`config.mk`:
```
export PLATFORM = sky130hd
export DESIGN_NAME = uart_tx_buffered
export DESIGN_NICKNAME = d
export VERILOG_FILES = /design/src/rtl/uart_pkg.sv /design/src/rtl/uart_fifo.sv /design/src/rtl/uart_tx_buffered.sv
export SDC_FILE = /design/constraint.sdc
export NUM_CORES = 1
export LEC_CHECK = 0
export CORE_UTILIZATION = 45
export DETAILED_ROUTE_END_ITERATION = 7
export PLACE_DENSITY = 0.67
export SYNTH_ARGS = -nofsm -noshare
export SYNTH_HDL_FRONTEND = slang
export SYNTH_HIERARCHICAL = 1
export SYNTH_SLANG_ARGS = --single-unit
```
`constraint.sdc`:
```
create_clock -name clk -period 9 [get_ports clk]
set_clock_uncertainty 0.05 [all_clocks]
set_input_delay 2.7 -clock clk [delete_from_list [all_inputs] [get_ports clk]]
set_output_delay 2.7 -clock clk [all_outputs]
set_load 0.02 [all_outputs]
```
`src/rtl/uart_pkg.sv`:
```
// ---------------------------------------------------------------------------
// uart_pkg
// Definitions shared by the UART transmitter and receiver.
// Contents:
//   PAR_NONE / PAR_EVEN / PAR_ODD  - parity_mode encodings (2'b11 acts as none)
//   uart_state_e                   - frame FSM states
//   parity_enabled()               - true when a parity bit follows the data
// ---------------------------------------------------------------------------
package uart_pkg;

    localparam logic [1:0] PAR_NONE = 2'b00;
    localparam logic [1:0] PAR_EVEN = 2'b01;
    localparam logic [1:0] PAR_ODD  = 2'b10;

    typedef enum logic [2:0] {
        IDLE   = 3'd0,
        START  = 3'd1,
        DATA   = 3'd2,
        PARITY = 3'd3,
        STOP   = 3'd4
    } uart_state_e;

    // The reserved encoding 2'b11 behaves exactly like PAR_NONE.
    function automatic logic parity_enabled(input logic [1:0] mode);
        return (mode == PAR_EVEN) || (mode == PAR_ODD);
    endfunction

endpackage

```
`src/rtl/uart_fifo.sv`:
```
// ---------------------------------------------------------------------------
// uart_fifo
// Synchronous first-word-fall-through FIFO that queues words for the
// transmitter. rd_data_o always shows the oldest word while not empty.
// Ports:
//   clk, rst     - clock, asynchronous active-high reset (empties the FIFO)
//   wr_data_i    - word to enqueue, written when wr_en_i && !full_o
//   rd_en_i      - dequeue the word on rd_data_o (ignored while empty)
//   full_o       - DEPTH words held
//   empty_o      - no words held
//   level_o      - occupancy, 0..DEPTH
// ---------------------------------------------------------------------------
module uart_fifo #(
    parameter int WIDTH = 8,
    parameter int DEPTH = 16
) (
    input  logic                     clk,
    input  logic                     rst,
    input  logic [WIDTH-1:0]         wr_data_i,
    input  logic                     wr_en_i,
    input  logic                     rd_en_i,
    output logic [WIDTH-1:0]         rd_data_o,
    output logic                     full_o,
    output logic                     empty_o,
    output logic [$clog2(DEPTH):0]   level_o
);

    localparam int PTR_W = $clog2(DEPTH);
    localparam int CNT_W = PTR_W + 1;

    logic [WIDTH-1:0] mem [DEPTH];
    logic [PTR_W-1:0] wrPtr_q, wrPtr_d;
    logic [PTR_W-1:0] rdPtr_q, rdPtr_d;
    logic [CNT_W-1:0] count_q, count_d;
    logic             push;
    logic             pop;

    assign full_o    = (count_q == CNT_W'(DEPTH));
    assign empty_o   = (count_q == '0);
    assign level_o   = count_q;
    assign rd_data_o = mem[rdPtr_q];
    assign push      = wr_en_i && !full_o;
    assign pop       = rd_en_i && !empty_o;

    // Pointer and occupancy update. DEPTH is a power of two, so the
    // pointers wrap on their own; a push and pop in the same cycle leave
    // the count unchanged.
    always_comb begin
        wrPtr_d = wrPtr_q;
        rdPtr_d = rdPtr_q;
        count_d = count_q;
        if (push) begin
            wrPtr_d = wrPtr_q + PTR_W'(1);
        end
        if (pop) begin
            rdPtr_d = rdPtr_q + PTR_W'(1);
        end
        case ({push, pop})
            2'b10:   count_d = count_q + CNT_W'(1);
            2'b01:   count_d = count_q - CNT_W'(1);
            default: count_d = count_q;
        endcase
    end

    // Control registers; reset only clears pointers and count, the storage
    // contents are don't-care once the FIFO is empty.
    always_ff @(posedge clk or posedge rst) begin
        if (rst) begin
            wrPtr_q <= '0;
            rdPtr_q <= '0;
            count_q <= '0;
        end else begin
            wrPtr_q <= wrPtr_d;
            rdPtr_q <= rdPtr_d;
            count_q <= count_d;
        end
    end

    // Storage array, written at the write pointer on an accepted push.
    always_ff @(posedge clk) begin
        if (push) begin
            mem[wrPtr_q] <= wr_data_i;
        end
    end

endmodule

```
`src/rtl/uart_tx_buffered.sv`:
```
// ---------------------------------------------------------------------------
// uart_tx_buffered
// UART transmitter fed by a FIFO. Frames are start(0), DATA_BITS data bits
// LSB first, optional parity, then one or two stop bits (1).
// Ports:
//   clk, rst     - clock, asynchronous active-high reset
//   wr_data      - word to enqueue, accepted when wr_en && ready
//   wr_en        - enqueue request
//   ready        - FIFO not full
//   parity_mode  - 00 none, 01 even, 10 odd, 11 none (sampled at pop)
//   two_stop     - 1 selects two stop bits (sampled at pop)
//   tx           - serial line, idle high
//   busy         - frame on the line or words waiting
//   level        - FIFO occupancy
//   overflow     - sticky, set by a write while full
// ---------------------------------------------------------------------------
module uart_tx_buffered
    import uart_pkg::*;
#(
    parameter int CLOCK_RATE = 100000000,
    parameter int BAUD_RATE  = 115200,
    parameter int DATA_BITS  = 8,
    parameter int FIFO_DEPTH = 16
) (
    input  logic                          clk,
    input  logic                          rst,
    input  logic [DATA_BITS-1:0]          wr_data,
    input  logic                          wr_en,
    output logic                          ready,
    input  logic [1:0]                    parity_mode,
    input  logic                          two_stop,
    output logic                          tx,
    output logic                          busy,
    output logic [$clog2(FIFO_DEPTH):0]   level,
    output logic                          overflow
);

    localparam int RATE  = CLOCK_RATE / BAUD_RATE;
    localparam int CNT_W = $clog2(RATE) + 1;
    localparam int BIT_W = $clog2(DATA_BITS);

    uart_state_e          state_q, state_d;
    logic [CNT_W-1:0]     baudCnt_q, baudCnt_d;
    logic [BIT_W-1:0]     bitIdx_q, bitIdx_d;
    logic [DATA_BITS-1:0] shift_q, shift_d;
    logic                 parBit_q, parBit_d;
    logic                 parEn_q, parEn_d;
    logic                 twoStop_q, twoStop_d;
    logic                 stopIdx_q, stopIdx_d;
    logic                 tx_q, tx_d;
    logic                 lineActive_q;
    logic                 overflow_q, overflow_d;
    logic                 bitDone;
    logic                 loadWord;
    logic                 fifoPop;
    logic                 fifoFull;
    logic                 fifoEmpty;
    logic [DATA_BITS-1:0] fifoData;

    uart_fifo #(
        .WIDTH (DATA_BITS),
        .DEPTH (FIFO_DEPTH)
    ) u_fifo (
        .clk       (clk),
        .rst       (rst),
        .wr_data_i (wr_data),
        .wr_en_i   (wr_en),
        .rd_en_i   (fifoPop),
        .rd_data_o (fifoData),
        .full_o    (fifoFull),
        .empty_o   (fifoEmpty),
        .level_o   (level)
    );

    assign bitDone    = (baudCnt_q == CNT_W'(RATE - 1));
    assign ready      = !fifoFull;
    assign tx         = tx_q;
    assign overflow   = overflow_q;
    // lineActive_q covers the last stop-bit cycle still leaving the tx
    // register after the FSM has already returned to IDLE.
    assign busy       = (state_q != IDLE) || lineActive_q || !fifoEmpty;
    assign overflow_d = overflow_q || (wr_en && fifoFull);

    // Frame sequencer. Every non-IDLE state lasts whole bit periods of RATE
    // cycles. The line level is registered, so tx trails the state by one
    // cycle. Popping the next word directly out of the final stop period
    // keeps back-to-back frames gap-free. Line settings are captured at the
    // pop so later changes to parity_mode/two_stop cannot corrupt a frame.
    always_comb begin
        state_d   = state_q;
        baudCnt_d = baudCnt_q;
        bitIdx_d  = bitIdx_q;
        shift_d   = shift_q;
        parBit_d  = parBit_q;
        parEn_d   = parEn_q;
        twoStop_d = twoStop_q;
        stopIdx_d = stopIdx_q;
        tx_d      = 1'b1;
        loadWord  = 1'b0;
        fifoPop   = 1'b0;

        if (state_q != IDLE) begin
            baudCnt_d = bitDone ? '0 : baudCnt_q + CNT_W'(1);
        end

        unique case (state_q)
            IDLE: begin
                loadWord = !fifoEmpty;
            end
            START: begin
                tx_d = 1'b0;
                if (bitDone) begin
                    state_d  = DATA;
                    bitIdx_d = '0;
                end
            end
            DATA: begin
                tx_d = shift_q[0];
                if (bitDone) begin
                    shift_d = shift_q >> 1;
                    if (bitIdx_q == BIT_W'(DATA_BITS - 1)) begin
                        state_d   = parEn_q ? PARITY : STOP;
                        stopIdx_d = 1'b0;
                    end else begin
                        bitIdx_d = bitIdx_q + BIT_W'(1);
                    end
                end
            end
            PARITY: begin
                tx_d = parBit_q;
                if (bitDone) begin
                    state_d   = STOP;
                    stopIdx_d = 1'b0;
                end
            end
            STOP: begin
                tx_d = 1'b1;
                if (bitDone) begin
                    if (twoStop_q && !stopIdx_q) begin
                        stopIdx_d = 1'b1;
                    end else if (!fifoEmpty) begin
                        loadWord = 1'b1;
                    end else begin
                        state_d = IDLE;
                    end
                end
            end
            default: begin
                state_d = IDLE;
            end
        endcase

        if (loadWord) begin
            fifoPop   = 1'b1;
            shift_d   = fifoData;
            parEn_d   = parity_enabled(parity_mode);
            parBit_d  = (^fifoData) ^ (parity_mode == PAR_ODD);
            twoStop_d = two_stop;
            baudCnt_d = '0;
            state_d   = START;
        end
    end

    // State, counters and line register. Reset abandons any frame in
    // flight and forces the line to idle immediately.
    always_ff @(posedge clk or posedge rst) begin
        if (rst) begin
            state_q      <= IDLE;
            baudCnt_q    <= '0;
            bitIdx_q     <= '0;
            shift_q      <= '0;
            parBit_q     <= 1'b0;
            parEn_q      <= 1'b0;
            twoStop_q    <= 1'b0;
            stopIdx_q    <= 1'b0;
            tx_q         <= 1'b1;
            lineActive_q <= 1'b0;
            overflow_q   <= 1'b0;
        end else begin
            state_q      <= state_d;
            baudCnt_q    <= baudCnt_d;
            bitIdx_q     <= bitIdx_d;
            shift_q      <= shift_d;
            parBit_q     <= parBit_d;
            parEn_q      <= parEn_d;
            twoStop_q    <= twoStop_d;
            stopIdx_q    <= stopIdx_d;
            tx_q         <= tx_d;
            lineActive_q <= (state_q != IDLE);
            overflow_q   <= overflow_d;
        end
    end

endmodule

```
Yosys cells after proc, flatten, opt, wreduce, memory -nomap -nowiden
Memories as Yosys holds them, arrays and structs flattened. Cells that the tools add are included.

Register bits after elaboration: 45. Logic and storage cells: 108. Latch bits: 0. RAM bits: 128. Memories kept: 1. Memory bits (read-only): 0. Output and inout bits: 9.

Memory list: u_fifo.mem (words 16, bits a word 8, rd ports 1, clocked after memory_dff 0, write ports 1, line uart_fifo.sv:31) `logic [WIDTH-1:0] mem [DEPTH];`.

Magnitude comparators: 0. Bitwise logic cells: 1. Equality and inequality tests: 26. Add/sub/neg operators: 6. Muxes and demuxes: 35. Reductions and logical operators: 25. Shifts and indexed selects: 0. Multipliers: 0. Div/mod/pow operators: 0.

Operator list (number): two-way mux 3 bit (12); two-way mux 11 bit (3); two-way mux 8 bit (3); != test 3 bit (second input constant) (7); != test 2 bit (second input constant) (8); case mux 3 bit (5 select lines) (1); adder 11 x 1 -> 11 bit (second input constant) (1); == test 11 x 10 -> 1 bit (second input constant) (1); two-way mux 1 bit (11); case mux 5 bit (2 select lines) (1); nonzero test 2 bit (5); adder 4 x 1 -> 4 bit (second input constant) (2); AND reduction 8 bit (1); parity 8 bit (1); == test 3 x 2 -> 1 bit (second input constant) (2); == test 3 bit (second input constant) (2); case mux 1 bit (3 select lines) (2); case mux 3 bit (2 select lines) (1); AND reduction 6 bit (1); nonzero test 3 bit (2); adder 5 x 1 -> 5 bit (second input constant) (1); == test 5 bit (second input constant) (1); logical NOT 5 bit (1); subtractor 5 x 1 -> 5 bit (second input constant) (1); 12 further kinds (22).

Longest topological paths before layout
Gate-level depths: netlist of the first run.

Word-level depth: 9. Mapped depth: 16. Mapped depth without buffers: 13.

Modules after synthesis
The synthesis of the first run kept the hierarchy.

By module, submodules not included: uart_fifo (seq. area each 4169.0 sq um, cells an instance 333, instances 1, area each 5796.8 sq um); uart_tx_buffered (seq. area each 802.0 sq um, cells an instance 168, instances 1, area each 1735.4 sq um).

Worst setup path before layout of the first run
OpenSTA, ideal clock, no wires.

Path kind: flip-flop to output port. From: reg u_fifo.count_q[0], in the netlist u_fifo/level_o[0]. To: out busy. Required time: 6250 ps. Stages on the path, launching flop included: 6. Buffers on the path: 1. Slack: 4337 ps. Arrival time: 1913 ps. Cell sequence: dfrtp_1 > nor4_2 > and2b_1 > or4b_1 > buf_2 > or2_2.

Longest elaborated chain between the ends: 3.

RTL lines: from (decl) (line uart_fifo.sv:34) `logic [CNT_W-1:0] count_q, count_d;`; from (signal assigned) (line uart_fifo.sv:75) `count_q <= count_d;`; logical NOT 5 bit (line uart_fifo.sv:39) `assign empty_o = (count_q == '0);`; net fifoEmpty (line uart_tx_buffered.sv:57) `logic fifoEmpty;`; logical NOT 1 bit (line uart_tx_buffered.sv:81) `assign busy = (state_q != IDLE) || lineActive_q || !fifoEmpty;`; logical OR 1 bit (line uart_tx_buffered.sv:81); to (decl) (line uart_tx_buffered.sv:33) `output logic busy,`.

The timed path passes the listed nets, and every way through them passes these cells.

Worst setup path after layout of the first run
Same ends and word-level chain as after synthesis.

==> results of run 1 <==
[state kept, by name, summed over array words and instances, names as in the netlist, 3 cells and up]
name	flops
bitIdx_q	3
u_fifo/mem	128
baudCnt_q	11
state_q	3
shift_q	8
u_fifo/rdPtr_q	4
u_fifo/wrPtr_q	4
u_fifo/level_o	5
[Yosys cell counts (7+ instances only)]
library cell  count
a21o_1            8
a21oi_1          20
a221oi_1          8
a22o_1            8
a22oi_1           8
buf_2             7
buf_6             8
clkbuf_1          7
dfrtp_1          44
edfxtp_1        128
ha_1             13
inv_1            18
mux2_2           10
mux2i_1          27
mux4_2           16
nand2_1          26
nor2_1           26
nor3_1            7
o21ai_0          28
xnor2_1          16
xor2_1            8
[path summary, 6_finish.rpt]
kind                                     end         startpoint  slack (ns)
setup / recovery                        busy  u_fifo/level_o[0]        3.32
hold / removal                    shift_q[5]         shift_q[5]        0.43
setup reg to reg           u_fifo/level_o[4]       baudCnt_q[0]        4.85
hold reg to reg                   shift_q[5]         shift_q[5]        0.43
max in group asynchronous                 tx                rst        5.72
min in group asynchronous       baudCnt_q[2]                rst        2.53
[where the power goes]
part           switching (W)  leakage (nW)  total [W]  internal [W]
sequential         0.0000431          1.71   0.000985      0.000942
clock               0.000300         0.273   0.000709      0.000408
combinational       0.000141          1.21   0.000234     0.0000930
[per-stage QoR]
| stage | cell area [um2] | power, W | util | worst slack, ns |
|---|---|---|---|---|
| finish | 8430 | 0.00193 | 0.523 | 3.32 |
| global route | 8430 | 0.00200 | 0.523 | 3.16 |
| global placement | 7860 | 0.00122 | 0.488 | 3.68 |
| CTS | 8430 | 0.00195 | 0.523 | 3.28 |
| floorplan | 7530 | 0.00114 | - | 4.34 |
| detailed placement | 7860 | 0.00124 | 0.488 | 3.61 |
[per-layer routing]
| metal | vias to the layer above | share of wire | track usage |
|---|---|---|---|
| met5 | - | 0 | 0 |
| met4 | 0 | 0.012 | 0.0736 |
| met3 | 14 | 0.043 | 0.0370 |
| met2 | 111 | 0.50 | 0.298 |
| met1 | 2073 | 0.45 | 0.233 |
| li1 | 1929 | - | - |
[critical path: cells and delay by family, from the launching register on]
kind                   cells  cell delay, ns
AND/OR/NAND/NOR            4            1.54
flip-flops                 1            0.45
buffers and inverters      1            0.53
[layout make-up]
type	count	share of cell area
clock buffer	18	0.0509
multi-input combinational	283	0.273
sequential	173	0.590
timing repair buffer	26	0.0297
clock inverter	12	0.0163
tap	216	0.0321
inverter	18	0.00802
[logic make-up after synthesis]
kind of cell    Yosys count  share of synthesized area
compound gates           90                     0.0804
xor+xnor                 24                     0.0279
fa+ha+maj                14                     0.0243
buf+inv                  45                     0.0347
flops                   173                      0.660
mux                      55                      0.103
simple gates            100                     0.0701
==> results.py, run 1 <==
metrics = {
    "global_route": {
        "antenna_found_initial": 0,
        "grtUsageTotal": 0.181,
        "grt_max_degree": 52,
        "globalRoute.totalOverflow": 0,
        "grt_pass1_vias": 4258,
        "grt_pass1_wl_mm": 23.2,
    },
    "clock_network": {
        "cts_made_buffers": 17,
        "cts.htree.levels": 4,
        "clk_latency_ns": 0.43,
        "cts.repair.resized": 0,
        "clk_path_buf_depth": 2,
        "cts_root_buf": "clkbuf_16",
        "postCtsSetupBuffers": 0,
        "clkSlewWorstSetupHoldPaths_ns": 0.07,
        "tritoncts": "built",
        "hold_buffers": 0,
        "cts_sinks": 173,
    },
    "timing": {
        "slew-limit-headroom": 0.171,
        "hold_viol_final": 0,
        "final.period_utilization": 0.632,
        "finalSetupViolations": 0,
        "fmax_mhz": 176,
        "drv_slew": 0,
        "fin_crit_ns": 5.68,
        "tns_ns": 0,
        "worstMarginPinSlew_ns": 1.23,
        "rsz0062_at_grt": "no",
        "hold-worst-slack_ns": 0.429,
    },
    "setup_path": {
        "worstPathRequired_ns": 6.25,
        "r2r_cells": 13,
        "crit_slowest_cell": "or4b_1",
        "endpoint_kind": "primary output",
        "cp_cell_sequence": "nor4_2 -> and2b_1 -> or4b_1 -> or2_2 -> clkdlybuf4s50_1",
        "cpPeakStageDelay_ns": 0.63,
        "worst-path-max-fanout": 8,
        "critPathKind": "reg -> out",
        "arrival_ns": 2.93,
        "startpoint_type": "flip-flop",
    },
    "finish": {
        "mostFrequentLayoutCell": "edfxtp_1",
        "ff_latch_area_um2": 4970,
        "final_cell_mix": "128 x edfxtp_1, 43 x dfrtp_1, 28 x o21ai_0, 27 x mux2i_1",
        "antennaDiodeCount": 0,
        "filler_cell_count": 1313,
        "layout-area-overhead-vs-synth_pct": 11.9,
        "fin_cells": 746,
        "final_layout_size_suffix_gt1_frac": 0.136,
        "multi_input_area_um2": 2300,
        "fin_nets": 547,
    },
    "yosys": {
        "synth_ff_type": "edfxtp_1",
        "synth_top_cell_area_share": 0.510,
        "yosysWarnings": 6,
        "syn_area_um2": 7530,
        "synth_fp_nets": 529,
        "synth_cell_types": 56,
        "netlist_instances": 501,
        "synth.area.top_cells": "edfxtp_1 51%, dfrtp_1 15%, mux4_2 4.8%, mux2i_1 3.6%, ha_1 2.2%",
        "synthArstFlopShare": 0.260,
        "ys_seq_area_frac": 0.660,
        "synth_top_area_cell": "edfxtp_1",
        "synth_edf_count": 128,
        "synth-seq-cells": 173,
        "syn_area_per_cell_um2": 15.0,
    },
    "floorplanning": {
        "dieArea_um2": 17300,
        "io_pins": 23,
        "start_util": 0.467,
        "row_count": 46,
        "die_w_um": 131,
        "core_um2": 16100,
        "die_y_um": 131,
    },
    "routing": {
        "drt_iter0_markers": 318,
        "drc": 0,
        "dr.pass1.iters": 5,
        "ant_nets": 0,
        "wirelength_mm": 14.5,
        "via_count": 4127,
        "post_drt_via_cell_ratio": 5.53,
        "wire_per_inst_um": 19.4,
    },
    "place": {
        "port_buffers": 22,
        "post-dp-hpwl_mm": 9.46,
        "dp_cells": 716,
        "gp_congestion": 0.795,
    },
    "pwr": {
        "peakVddDrop_v": 0.000164,
        "p_per_area_nw_per_um2": 229,
        "power.leakage_nw": 3.19,
    },
    "status": {
        "outcome": "completed",
    },
    "run": {
        "maxCapViolCount": 0,
    },
    "hold_path": {
        "min_path_type": "reg -> reg",
        "hold_depth": 1,
    },
}
Power figures use the tool's default switching activity.
==> inputs of run 2 (changes only) <==
PLACE_DENSITY = 0.7   (was 0.67)
clock period = 4.9 ns   (was 9 ns; I/O delays follow)
==> run 2 against run 1 <==
Final area increased by 0.62%. Hold slack worse by 0.0045 ns. Clock power grew 82%. Non-clock buffer count rose by 6. Setup slack worse by 2.9 ns. Critical path depth unchanged. Core utilization is 0.33 points higher.
==> results.py, run 2 (synthesis gave the netlist of run 1 again) <==
metrics = {
    "pwr": {
        "p_per_area_nw_per_um2": 418,
        "power.leakage_nw": 3.22,
        "totalPowerFinal_w": 0.00354,
        "peakVddDrop_v": 0.000289,
    },
    "clock_network": {
        "cts.repair.resized": 0,
        "clk_path_buf_depth": 2,
        "cts_root_buf": "clkbuf_16",
        "postCtsSetupBuffers": 0,
        "cts.htree.levels": 4,
        "tritoncts": "built",
        "clk_latency_ns": 0.43,
        "cts_made_buffers": 17,
        "hold_buffers": 0,
        "clkSlewWorstSetupHoldPaths_ns": 0.07,
        "cts_sinks": 173,
    },
    "setup_path": {
        "rrSetupSlack_ns": 0.87,
        "cp_cell_sequence": "nor4_2 -> and2b_1 -> or4b_1 -> or2_2 -> clkdlybuf4s50_1",
        "rr_startpoint": "state_q[0]",
        "cp_top_family": "simple AND/OR/NAND/NOR gates",
        "crit_cells": 5,
        "endpoint_kind": "primary output",
        "path_buf_inv": 1,
        "worst-path-max-fanout": 8,
        "cpPeakStageDelay_ns": 0.61,
        "crit_slowest_cell": "or4b_1",
        "timing.rr.end": "u_fifo/level_o[4]",
        "cp-endpoint": "busy",
        "worstPathRequired_ns": 3.38,
        "arrival_ns": 2.92,
        "critPathKind": "reg -> out",
        "r2r_cells": 12,
        "setup.worst_path.start": "u_fifo/level_o[0]",
        "startpoint_type": "flip-flop",
    },
    "timing": {
        "fmax_mhz": 225,
        "slew-limit-headroom": 0.340,
        "final.period_utilization": 0.906,
        "tns_ns": 0,
        "hold_viol_final": 0,
        "fin_crit_ns": 4.44,
        "rsz0062_at_grt": "no",
        "finalSetupViolations": 0,
        "drv_slew": 0,
        "worstMarginPinSlew_ns": 0.990,
    },
    "global_route": {
        "grt_pass1_wl_mm": 23.2,
        "grtUsageTotal": 0.178,
        "grt_max_degree": 34,
        "globalRoute.totalOverflow": 0,
        "grt_pass1_vias": 4156,
        "antenna_found_initial": 0,
    },
    "finish": {
        "final_cell_mix": "128 x edfxtp_1, 43 x dfrtp_1, 28 x o21ai_0, 27 x mux2i_1",
        "top_regs": "u_fifo/mem x128, baudCnt_q x11, shift_q x8",
        "mostFrequentLayoutCell": "edfxtp_1",
        "largest_reg_flops": 128,
        "fin_nets": 553,
        "largest_register": "u_fifo/mem",
        "layout-area-overhead-vs-synth_pct": 12.6,
        "antennaDiodeCount": 0,
        "final_layout_size_suffix_gt1_frac": 0.151,
        "finalInstanceArea_um2": 8480,
    },
    "routing": {
        "via_count": 4202,
        "ant_nets": 0,
        "dr.pass1.iters": 5,
        "drc": 0,
        "wire_per_inst_um": 19.3,
        "post_drt_via_cell_ratio": 5.57,
        "wirelength_mm": 14.5,
        "drt_iter0_markers": 213,
    },
    "place": {
        "port_buffers": 22,
        "post-dp-hpwl_mm": 9.63,
        "placed_area_um2": 7910,
        "gp_congestion": 0.854,
    },
    "floorplanning": {
        "dieArea_um2": 17300,
        "die_w_um": 131,
        "die_y_um": 131,
        "start_util": 0.467,
        "io_pins": 23,
        "core_um2": 16100,
        "row_count": 46,
    },
    "hold_path": {
        "min_path_type": "reg -> reg",
    },
    "status": {
        "outcome": "completed",
    },
    "run": {
        "maxCapViolCount": 0,
    },
}
-- run 2: cell count changes in the layout (fill, tap and decap cells not counted), moves of 2 or more --
| cell | previous run | this run |
|---|---|---|
| buf_4 | 4 | 10 |
| bufinv_16 | 2 | 0 |
| clkinv_8 | 0 | 2 |
| inv_8 | 0 | 4 |
-- run 2: how the worst min path moves through the flow --
stage	startpoint	endpoint	slack, ns	depth (start not counted)
6_report	overflow	overflow	0.42	1
5_1_grt	shift_q[5]	shift_q[5]	0.44	1
4_1_cts	overflow	overflow	0.43	1
3_5_place_dp	overflow	overflow	0.41	1
3_3_place_gp	overflow	overflow	0.39	1
2_1_floorplan	shift_q[3]	shift_q[3]	0.40	1
-- run 2: final cells by class --
class | count | area, um2
Inverter | 18 | 67.6
Clock inverter | 15 | 149
Clock buffer | 17 | 425
Tap cell | 216 | 270
Sequential cell | 173 | 4970
Timing Repair Buffer | 32 | 295
Fill cell | 1297 | 7640
Multi-Input combinational cell | 283 | 2300
-- run 2: per-stage QoR --
stage | std cells | hold slack, ns | setup WS [ns] | util
2_1_floorplan | 501 | 0.399 | 1.47 | -
3_3_place_gp | 722 | 0.393 | 0.789 | 0.491
3_5_place_dp | 722 | 0.411 | 0.713 | 0.491
4_1_cts | 754 | 0.427 | 0.414 | 0.526
5_1_grt | 754 | 0.441 | 0.328 | 0.526
6_report | 754 | 0.425 | 0.458 | 0.526
-- run 2: metal layers --
| layer | vias up | part of all wire | wire, um | track usage |
|---|---|---|---|---|
| li1 | 1941 | - | - | - |
| met1 | 2144 | 0.46 | 6660 | 0.246 |
| met3 | 18 | 0.049 | 707 | 0.0409 |
| met5 | - | 0 | 0 | 0 |
| met4 | 0 | 0.0095 | 138 | 0.0562 |
| met2 | 99 | 0.48 | 7010 | 0.280 |
-- run 2: power by group --
part	internal (W)	total (W)	switching, W	leakage [nW]
sequential	0.00173	0.00180	0.0000768	1.71
combinational	0.000179	0.000448	0.000269	1.24
clock	0.000676	0.00129	0.000614	0.274
total	0.00258	0.00354	0.000960	3.22
